<file path="src/rtl/rst_seq.sv">
// Purpose: sequences peripheral then core reset release after a qualified MMCM lock; handles sw/debug reset and lock loss.
// Latency: periph release LOCK_FILTER+PERIPH_DELAY edges after synchronized lock rises, core a further CORE_DELAY edges.
// Backpressure: none; sw_rst_req_i is sampled only in RUN and acknowledged with a single-cycle sw_rst_ack_o.
module rst_seq #(
    parameter int LOCK_FILTER  = 8,
    parameter int PERIPH_DELAY = 16,
    parameter int CORE_DELAY   = 16,
    parameter int SW_HOLD      = 32
) (
    input  logic       clk_sys,
    input  logic       rst_sys_n,
    input  logic       locked_i,
    input  logic       sw_rst_req_i,
    output logic       sw_rst_ack_o,
    output logic       rst_periph_n_o,
    output logic       rst_core_n_o,
    output logic [2:0] state_o,
    output logic [7:0] lock_loss_cnt_o
);

    // State encodings are exported on state_o, so they are fixed values.
    localparam logic [2:0] ST_RESET      = 3'd0;
    localparam logic [2:0] ST_WAIT_LOCK  = 3'd1;
    localparam logic [2:0] ST_DLY_PERIPH = 3'd2;
    localparam logic [2:0] ST_DLY_CORE   = 3'd3;
    localparam logic [2:0] ST_RUN        = 3'd4;
    localparam logic [2:0] ST_SW_RST     = 3'd5;

    // One counter is shared by every timed state, so it is sized for the longest interval.
    localparam int MAX_AB  = (LOCK_FILTER  > PERIPH_DELAY) ? LOCK_FILTER  : PERIPH_DELAY;
    localparam int MAX_CD  = (CORE_DELAY   > SW_HOLD)      ? CORE_DELAY   : SW_HOLD;
    localparam int MAX_ALL = (MAX_AB       > MAX_CD)       ? MAX_AB       : MAX_CD;
    localparam int CNT_W   = $clog2(MAX_ALL + 1);

    // Terminal counts: the transition fires on the last cycle of each interval.
    localparam logic [CNT_W-1:0] LF_LAST = CNT_W'(LOCK_FILTER - 1);
    localparam logic [CNT_W-1:0] PD_LAST = CNT_W'(PERIPH_DELAY - 1);
    localparam logic [CNT_W-1:0] CD_LAST = CNT_W'(CORE_DELAY - 1);
    localparam logic [CNT_W-1:0] SW_LAST = CNT_W'(SW_HOLD - 1);

    logic             locked_m_q;
    logic             locked_s_q;
    logic [2:0]       state_q, state_d;
    logic [CNT_W-1:0] cnt_q, cnt_d;
    logic             ack_q, ack_d;
    logic             periph_n_q;
    logic             core_n_q;
    logic [7:0]       loss_cnt_q;
    logic             loss_d;
    logic             lock_lost;

    assign lock_lost = ~locked_s_q;

    // Two-flop lock synchronizer; held clear during the RESET cycle so qualification
    // always starts from observations taken after the block has left reset.
    always_ff @(posedge clk_sys or negedge rst_sys_n) begin
        if (!rst_sys_n) begin
            locked_m_q <= 1'b0;
            locked_s_q <= 1'b0;
        end else if (state_q == ST_RESET) begin
            locked_m_q <= 1'b0;
            locked_s_q <= 1'b0;
        end else begin
            locked_m_q <= locked_i;
            locked_s_q <= locked_m_q;
        end
    end

    // Next-state, shared counter and ack decode; lock loss outranks every other exit.
    always_comb begin
        state_d = state_q;
        cnt_d   = cnt_q + CNT_W'(1);
        ack_d   = 1'b0;
        loss_d  = 1'b0;
        case (state_q)
            ST_RESET: begin
                state_d = ST_WAIT_LOCK;
            end
            ST_WAIT_LOCK: begin
                if (!locked_s_q) begin
                    cnt_d = '0;
                end else if (cnt_q == LF_LAST) begin
                    state_d = ST_DLY_PERIPH;
                end
            end
            ST_DLY_PERIPH: begin
                if (lock_lost) begin
                    state_d = ST_WAIT_LOCK;
                    loss_d  = 1'b1;
                end else if (cnt_q == PD_LAST) begin
                    state_d = ST_DLY_CORE;
                end
            end
            ST_DLY_CORE: begin
                if (lock_lost) begin
                    state_d = ST_WAIT_LOCK;
                    loss_d  = 1'b1;
                end else if (cnt_q == CD_LAST) begin
                    state_d = ST_RUN;
                end
            end
            ST_RUN: begin
                if (lock_lost) begin
                    state_d = ST_WAIT_LOCK;
                    loss_d  = 1'b1;
                end else if (sw_rst_req_i) begin
                    state_d = ST_SW_RST;
                    ack_d   = 1'b1;
                end
            end
            ST_SW_RST: begin
                if (lock_lost) begin
                    state_d = ST_WAIT_LOCK;
                    loss_d  = 1'b1;
                end else if (cnt_q == SW_LAST) begin
                    state_d = ST_WAIT_LOCK;
                end
            end
            default: begin
                state_d = ST_RESET;
            end
        endcase
        // Every state starts its interval from zero.
        if (state_d != state_q) begin
            cnt_d = '0;
        end
    end

    // State, counter and reset outputs all register on the same edge so they never disagree.
    always_ff @(posedge clk_sys or negedge rst_sys_n) begin
        if (!rst_sys_n) begin
            state_q    <= ST_RESET;
            cnt_q      <= '0;
            ack_q      <= 1'b0;
            periph_n_q <= 1'b0;
            core_n_q   <= 1'b0;
        end else begin
            state_q    <= state_d;
            cnt_q      <= cnt_d;
            ack_q      <= ack_d;
            periph_n_q <= (state_d == ST_DLY_CORE) || (state_d == ST_RUN);
            core_n_q   <= (state_d == ST_RUN);
        end
    end

    // Saturating lock-loss event counter.
    always_ff @(posedge clk_sys or negedge rst_sys_n) begin
        if (!rst_sys_n) begin
            loss_cnt_q <= 8'd0;
        end else if (loss_d && (loss_cnt_q != 8'hFF)) begin
            loss_cnt_q <= loss_cnt_q + 8'd1;
        end
    end

    assign state_o         = state_q;
    assign sw_rst_ack_o    = ack_q;
    assign rst_periph_n_o  = periph_n_q;
    assign rst_core_n_o    = core_n_q;
    assign lock_loss_cnt_o = loss_cnt_q;

endmodule
</file>
<file path="config.mk">
export PLATFORM = sky130hd
export DESIGN_NAME = rst_seq
export DESIGN_NICKNAME = d
export VERILOG_FILES = /design/src/rtl/rst_seq.sv
export SDC_FILE = /design/constraint.sdc
export NUM_CORES = 1
export LEC_CHECK = 0
export ABC_AREA = 1
export CAP_MARGIN = 20
export CORE_MARGIN = 5
export CORE_UTILIZATION = 30
export DETAILED_ROUTE_END_ITERATION = 7
export MAX_ROUTING_LAYER = met4
export PLACE_DENSITY = 0.61
export SLEW_MARGIN = 25
export SYNTH_ARGS = -nofsm -noshare
export SYNTH_HDL_FRONTEND = slang
export SYNTH_SLANG_ARGS = --single-unit
</file>
<file path="constraint.sdc">
create_clock -name clk_sys -period 1.5 [get_ports clk_sys]
set_input_delay 0.15 -clock clk_sys [delete_from_list [all_inputs] [get_ports clk_sys]]
set_output_delay 0.15 -clock clk_sys [all_outputs]
set_load 0.02 [all_outputs]
</file>
---- Yosys cells after proc, flatten, opt, wreduce, memory -nomap -nowiden ----
Index checks and enable logic that the tools add are counted.
storage, ports and cells
  register bits ........................... 22
  input bits .............................. 4
  output and inout port bits .............. 14
  logic and storage cells ................. 47
operators by class
  add/sub/neg operators ................... 2
  eq/ne operators ......................... 12
  mux-type cells .......................... 21
  reduce and logical (&&, ||, !) cells .... 4
operator list
  operator               number
  $mux W3                10
  $mux W6                3
  $pmux W3 S6            1
  $eq A3 B2 Y1 const B   3
  $eq A3 B3 Y1 const B   3
  $add A8 B1 Y8 const B  1
  $ne A8 B8 Y1 const B   1
  $mux W1                7
  $add A6 B1 Y6 const B  1
  $eq A6 B3 Y1 const B   1
  $eq A6 B4 Y1 const B   1
  $eq A6 B5 Y1 const B   1
  $reduce_or A4 Y1       1
  $eq A3 B1 Y1 const B   1
  $logic_not A3 Y1       1
  $ne A3 B3 Y1           1
  $logic_and A1 B1 Y1    1
  $logic_or A1 B1 Y1     1

---- Longest topological paths before layout ----
  depth in word-level cells ............... 6
  mapped depth ............................ 13
  depth with buffers taken out ............ 13

---- Worst setup path after synthesis ----
Ideal clock, no wire load.
  kind .................................... register to register
  start ................................... reg loss_cnt_q[0] (netlist: lock_loss_cnt_o[0])
  end ..................................... reg loss_cnt_q[1] (netlist: lock_loss_cnt_o[1])
  setup time .............................. 0.125 ns
  data arrival time ....................... 1.495 ns
  data required time ...................... 1.375 ns
  path slack .............................. -0.120 ns
  stages on the path, launching flop included .. 5
  buffers on the path ..................... 0
  clock period less this slack ............ 1.620 ns
  path through ............................ dfrtp_1 ha_1 nand3_1 o21ai_4 mux2_4
on the way
  longest elaborated chain between the ends .. 2
  elaborated cells between the ends (all ways) .. 3
  classes of those cells .................. add/sub: 1; eq/ne: 1; reduce/logical: 1
RTL lines
  item                                                   line  RTL
  start, declared                                        48    logic [7:0] loss_cnt_q;
  start signal, assigned                                 151   loss_cnt_q <= loss_cnt_q + 8'd1;
  branches (longest 2 deep; another with $add A8 B1 Y8)  -
Parallel ways; which one is timed is not known.
A chain may end at the register's enable or synchronous reset.

---- Worst setup path in the final report ----
  start ................................... reg cnt_q[0]
  end ..................................... reg cnt_q[1]
on the way
  longest elaborated chain between the ends .. 6
  elaborated cells between the ends (all ways) .. 17
  classes of those cells .................. add/sub: 1; eq/ne: 4; mux: 12
RTL lines
  item                                            line  RTL
  start, declared                                 44    logic [CNT_W-1:0] cnt_q, cnt_d;
  start signal, assigned                          139   cnt_q <= cnt_d;
  $eq A6 B5 Y1, or another cell as far along      115   end else if (cnt_q == SW_LAST) begin
  $mux W3, on equally long branches (2 in a row)  -
  $pmux W3 S6 (*)                                 75    case (state_q)
  named net state_d[0]                            43    logic [2:0] state_q, state_d;
  $ne A3 B3 Y1 (*)                                124   if (state_d != state_q) begin
  $mux W6 (*)                                     124
  named net cnt_d[1]                              44
The timed path passes the listed nets; every way through them passes the cells marked *.

==> impl_summary.txt <==
----------------------------------------------------
[Status]
  Violations in the final reports ... negative setup slack
  Status ... finished with violations

[Clocking]
  Maximum buffer depth of the clock tree ... 2
  Number of clock sinks seen by CTS ... 22
  Clk_lat worst skew ... 0.26 ns
  Library cell used as clock root buffer ... clkbuf_8
  Clock-pin slew of the registers on the worst-case setup and hold paths ... 0.08 ns
  TritonCTS Buffers ... 3
  CTS tree ... done
  # H-tree levels ... 1

[Synthesis]
  Main flop type after synthesis ... dfrtp_1
  Top post-synthesis cells by count ... nand2_1 (37), dfrtp_1 (22), nor2_1 (19), inv_1 (12), nand3_1 (10)
  Number of distinct standard cells referenced by the synthesized netlist ... 27
  Post-synthesis cell count ... 150
  Cell types occupying the most area after synthesis ... dfrtp_1 (44%), nand2_1 (11%), nor2_1 (5.7%)
  Mean post-synth cell area ... 8.32 sq um
  Fraction of registers with async set/reset ... 100%
  Cell taking the most area after synthesis ... dfrtp_1
  Post-Syn Nets ... 156
  Ys Warns ... 0
  Syn Std Cell Area ... around 1200 sq um
  Most frequent cell after synthesis ... nand2_1
  Number of enable flip-flop cells after synthesis ... 0
  Sequential share of the synthesized area ... 44.1%
  Post-synthesis sequential element count ... 22
  Top cell type's share of synthesized area ... between 40 and 50%

[Pwr]
  NetSw ... approximately 0.00070 W
  Seq pwr share ... ~39%
  Share of power burned in combinational logic ... 39.0%
  Static leakage ... between 0.9 and 1 nW
  Clock share of power ... 22.3%
  Switching share of power ... between 30% and 40%
  Int Pwr ... about 0.0012 W
  Power per Cell Area ... roughly 1100 nW/um^2
  IR drop worst, VDD ... between 500 and 600 uV
  Post-layout total power ... approximately 0.0019 W

[Critical path]
  Worst-path maximum fanout ... 6
  Critical path type ... flip-flop to flip-flop
  Depth of the worst register-to-register path ... 12
  Slowest Stage Delay on Critical Path ... 0.40 ns
  Most numerous cell on the critical path ... nand2_1
  Crit path cell chain ... ha_4, nand3_2, nor2_1, nand2_1, nand2_1, nand2_1, inv_2, nand2_4, nand2_2, nand2_2, nand2_4, nor2_2
  Minimum setup slack among reg-to-reg paths ... -0.005 ns
  Critical path data arrival time ... 1.66 ns
  Required @ worst endpoint ... around 1.7 ns
  Critical Path Slowest Stage Cell ... dfrtp_1
  Kind of start point of the critical path ... flip-flop
  Worst setup EP type ... flip-flop

[Global routing]
  Maximum number of pins on one net before global-route repair ... 23
  Number of global-route vias before repair ... around 1.0k
  Gr usage total ... between 10% and 20%
  Number of antenna violations at the first check in global routing ... 0
  Global-route wire length before repair ... 4.54 mm
  Overflow left after global routing ... 0

[Timing]
  Total negative setup slack ... -0.00646 ns
  Transition at the pin with the smallest max-transition slack ... around 0.32 ns
  Number of failing hold endpoints at the final stage ... 0
  Number of pins exceeding their max-slew limit in the final report ... 0
  Final critical-path required period ... roughly 1.5 ns
  Maximum achievable frequency ... 0.665 GHz
  Worst setup slack after layout ... -0.00486 ns
  Setup repair after global routing missed its margin ... true
  Largest clock skew in the final design ... ~0.0072 ns
  Setup violators final ... 3
  Rel. slew slack ... 78.3%
  Ratio of final minimum period to clock period ... 100%

[Routing]
  Antenna Violating Nets Remaining ... 0
  Vias per std cell ... between 4 and 5
  Total via count in the routed design ... approximately 1.1k
  Total wire length after detailed routing ... 2.61 mm
  Count of TritonRoute iterations in the first routing pass ... 4
  Post-detailed-route wirelength per cell ... about 11 um
  Detailed-route DRC error count ... 0
  Number of violations reported at the end of detailed-routing iteration 0 ... 42

[Final layout]
  Fraction of layout instances using a drive strength above 1 ... between 30% and 40%
  Number of standard cells in the final layout excluding fillers ... 240
  Final #Nets ... between 150 and 200
  End-of-flow core utilization ... 43.3%
  Filler cells ... around 420
  Layout-stage area growth over the synthesis result ... 39.7%
  Inserted Diodes ... 0

[Floorplanning]
  Core area ... a little over 4000 sq um
  Boundary Pins ... 18
  Initial cell density of the core ... a little under a third
  Row cnt ... 23
  Floorplan die height ... between 70 and 80 um
  Die span in x ... approximately 74 um
  Die area ... ~5500 sq um

[Min path]
  Worst min-delay path class ... primary input to asynchronous set/reset pin

[Placed design]
  Worst slack, placed ... -0.0583 ns
  Detailed placement HPWL ... ~1.9 mm
  Number of placed instances with taps included ... 230
  Port bufs ... 17
  Final weighted congestion of routability-driven global placement ... between 0.8 and 0.9

[Job]
  Number of max-cap violations ... 0

----------------------------------------------------
==> cells in the final DEF (no fill, tap or decap), drive strengths merged, types with 2 or more instances in the layout <==
cell type      count
xnor2              4
nand2             41
dlymetal6s2s       3
ha                 2
nor2              31
nor3               3
clkdlybuf4s50      8
o21ai              6
buf               21
clkbuf             4
xor2               3
dfrtp             22
inv               17
nand3             11
mux2               3
dlygate4sd2        6
==> worst max-delay path, delay by kind of cell, from the launching register on <==
family,cells,cell delay [ns]
adder cells (fa/ha/maj),1,0.18
AND/OR/NAND/NOR,10,0.77
buffers and inverters,1,0.07
flip-flops,1,0.40
==> metrics by stage <==
| stage | hold WS, ns | area [sq um] |
|---|---|---|
| after detailed placement | 0.473 | 1590 |
| after global placement | 0.471 | 1590 |
| after global routing | 0.255 | 1740 |
| after CTS | 0.235 | 1690 |
| after floorplan | -0.146 | 1250 |
| final | 0.229 | 1740 |
==> power by group through the flow <==
stage	combinational (W)	clock, W	sequential, W
3_3_place_gp	0.000697	0	0.000737
5_1_grt	0.000840	0.000459	0.000752
3_5_place_dp	0.000702	0	0.000740
4_1_cts	0.000764	0.000446	0.000739
2_1_floorplan	0.000455	0	0.000745
6_report	0.000744	0.000424	0.000738
==> routing by layer <==
metal / part of all wire (%) / wire [um] / vias up / track usage (%)
met5: 0 / 0 / - / -
met4: 0.38 / 10 / 0 / 2.37
met3: 5.2 / 137 / 2 / 2.43
met2: 51 / 1320 / 20 / 18.5
met1: 44 / 1150 / 517 / 13.2
li1: - / - / 548 / -
==> flip-flops by register name, indices dropped and copies added (netlist names) <==
| name | cells |
|---|---|
| lock_loss_cnt_o | 8 |
| state_o | 3 |
| cnt_q | 6 |
| locked_s_q | 1 |
| locked_m_q | 1 |
| sw_rst_ack_o | 1 |
| rst_core_n_o | 1 |
| rst_periph_n_o | 1 |
==> cells by family after synthesis <==
group / after synthesis / share of synthesized area, %
xor+xnor: 7 / 4.91
simple gates: 89 / 34.9
fa+ha+maj: 2 / 2.01
buf+inv: 19 / 6.12
mux: 3 / 3.61
compound gates: 8 / 4.31
flops: 22 / 44.1
==> final timing paths <==
check	start	end
max	cnt_q[0]$_DFF_PN0_	cnt_q[1]$_DFF_PN0_
min	rst_sys_n	locked_m_q$_DFF_PN0_
max reg2reg	cnt_q[0]$_DFF_PN0_	cnt_q[1]$_DFF_PN0_
min reg2reg	locked_m_q$_DFF_PN0_	locked_s_q$_DFF_PN0_
max in group asynchronous	rst_sys_n	lock_loss_cnt_o[1]$_DFFE_PN0P_
min in group clk_sys	locked_i	locked_m_q$_DFF_PN0_
==> final cells by class <==
type                            count  area, sq um  share of cell area, %
Tap cell                           50         62.6                   3.59
Timing Repair Buffer               38          328                   18.8
Multi-Input combinational cell    109          676                   38.8
Clock buffer                        4         55.1                   3.16
Sequential cell                    22          556                   31.9
Inverter                           17         66.3                   3.80
==> what timing repair did <==
action,CTS,global route
pin swaps,4,7
gates resized for setup,16,9
setup buffers,3,3
hold buffers,0,0
endpoints found under the setup margin,13,15
Note: power is estimated with default switching activity, not from simulation.
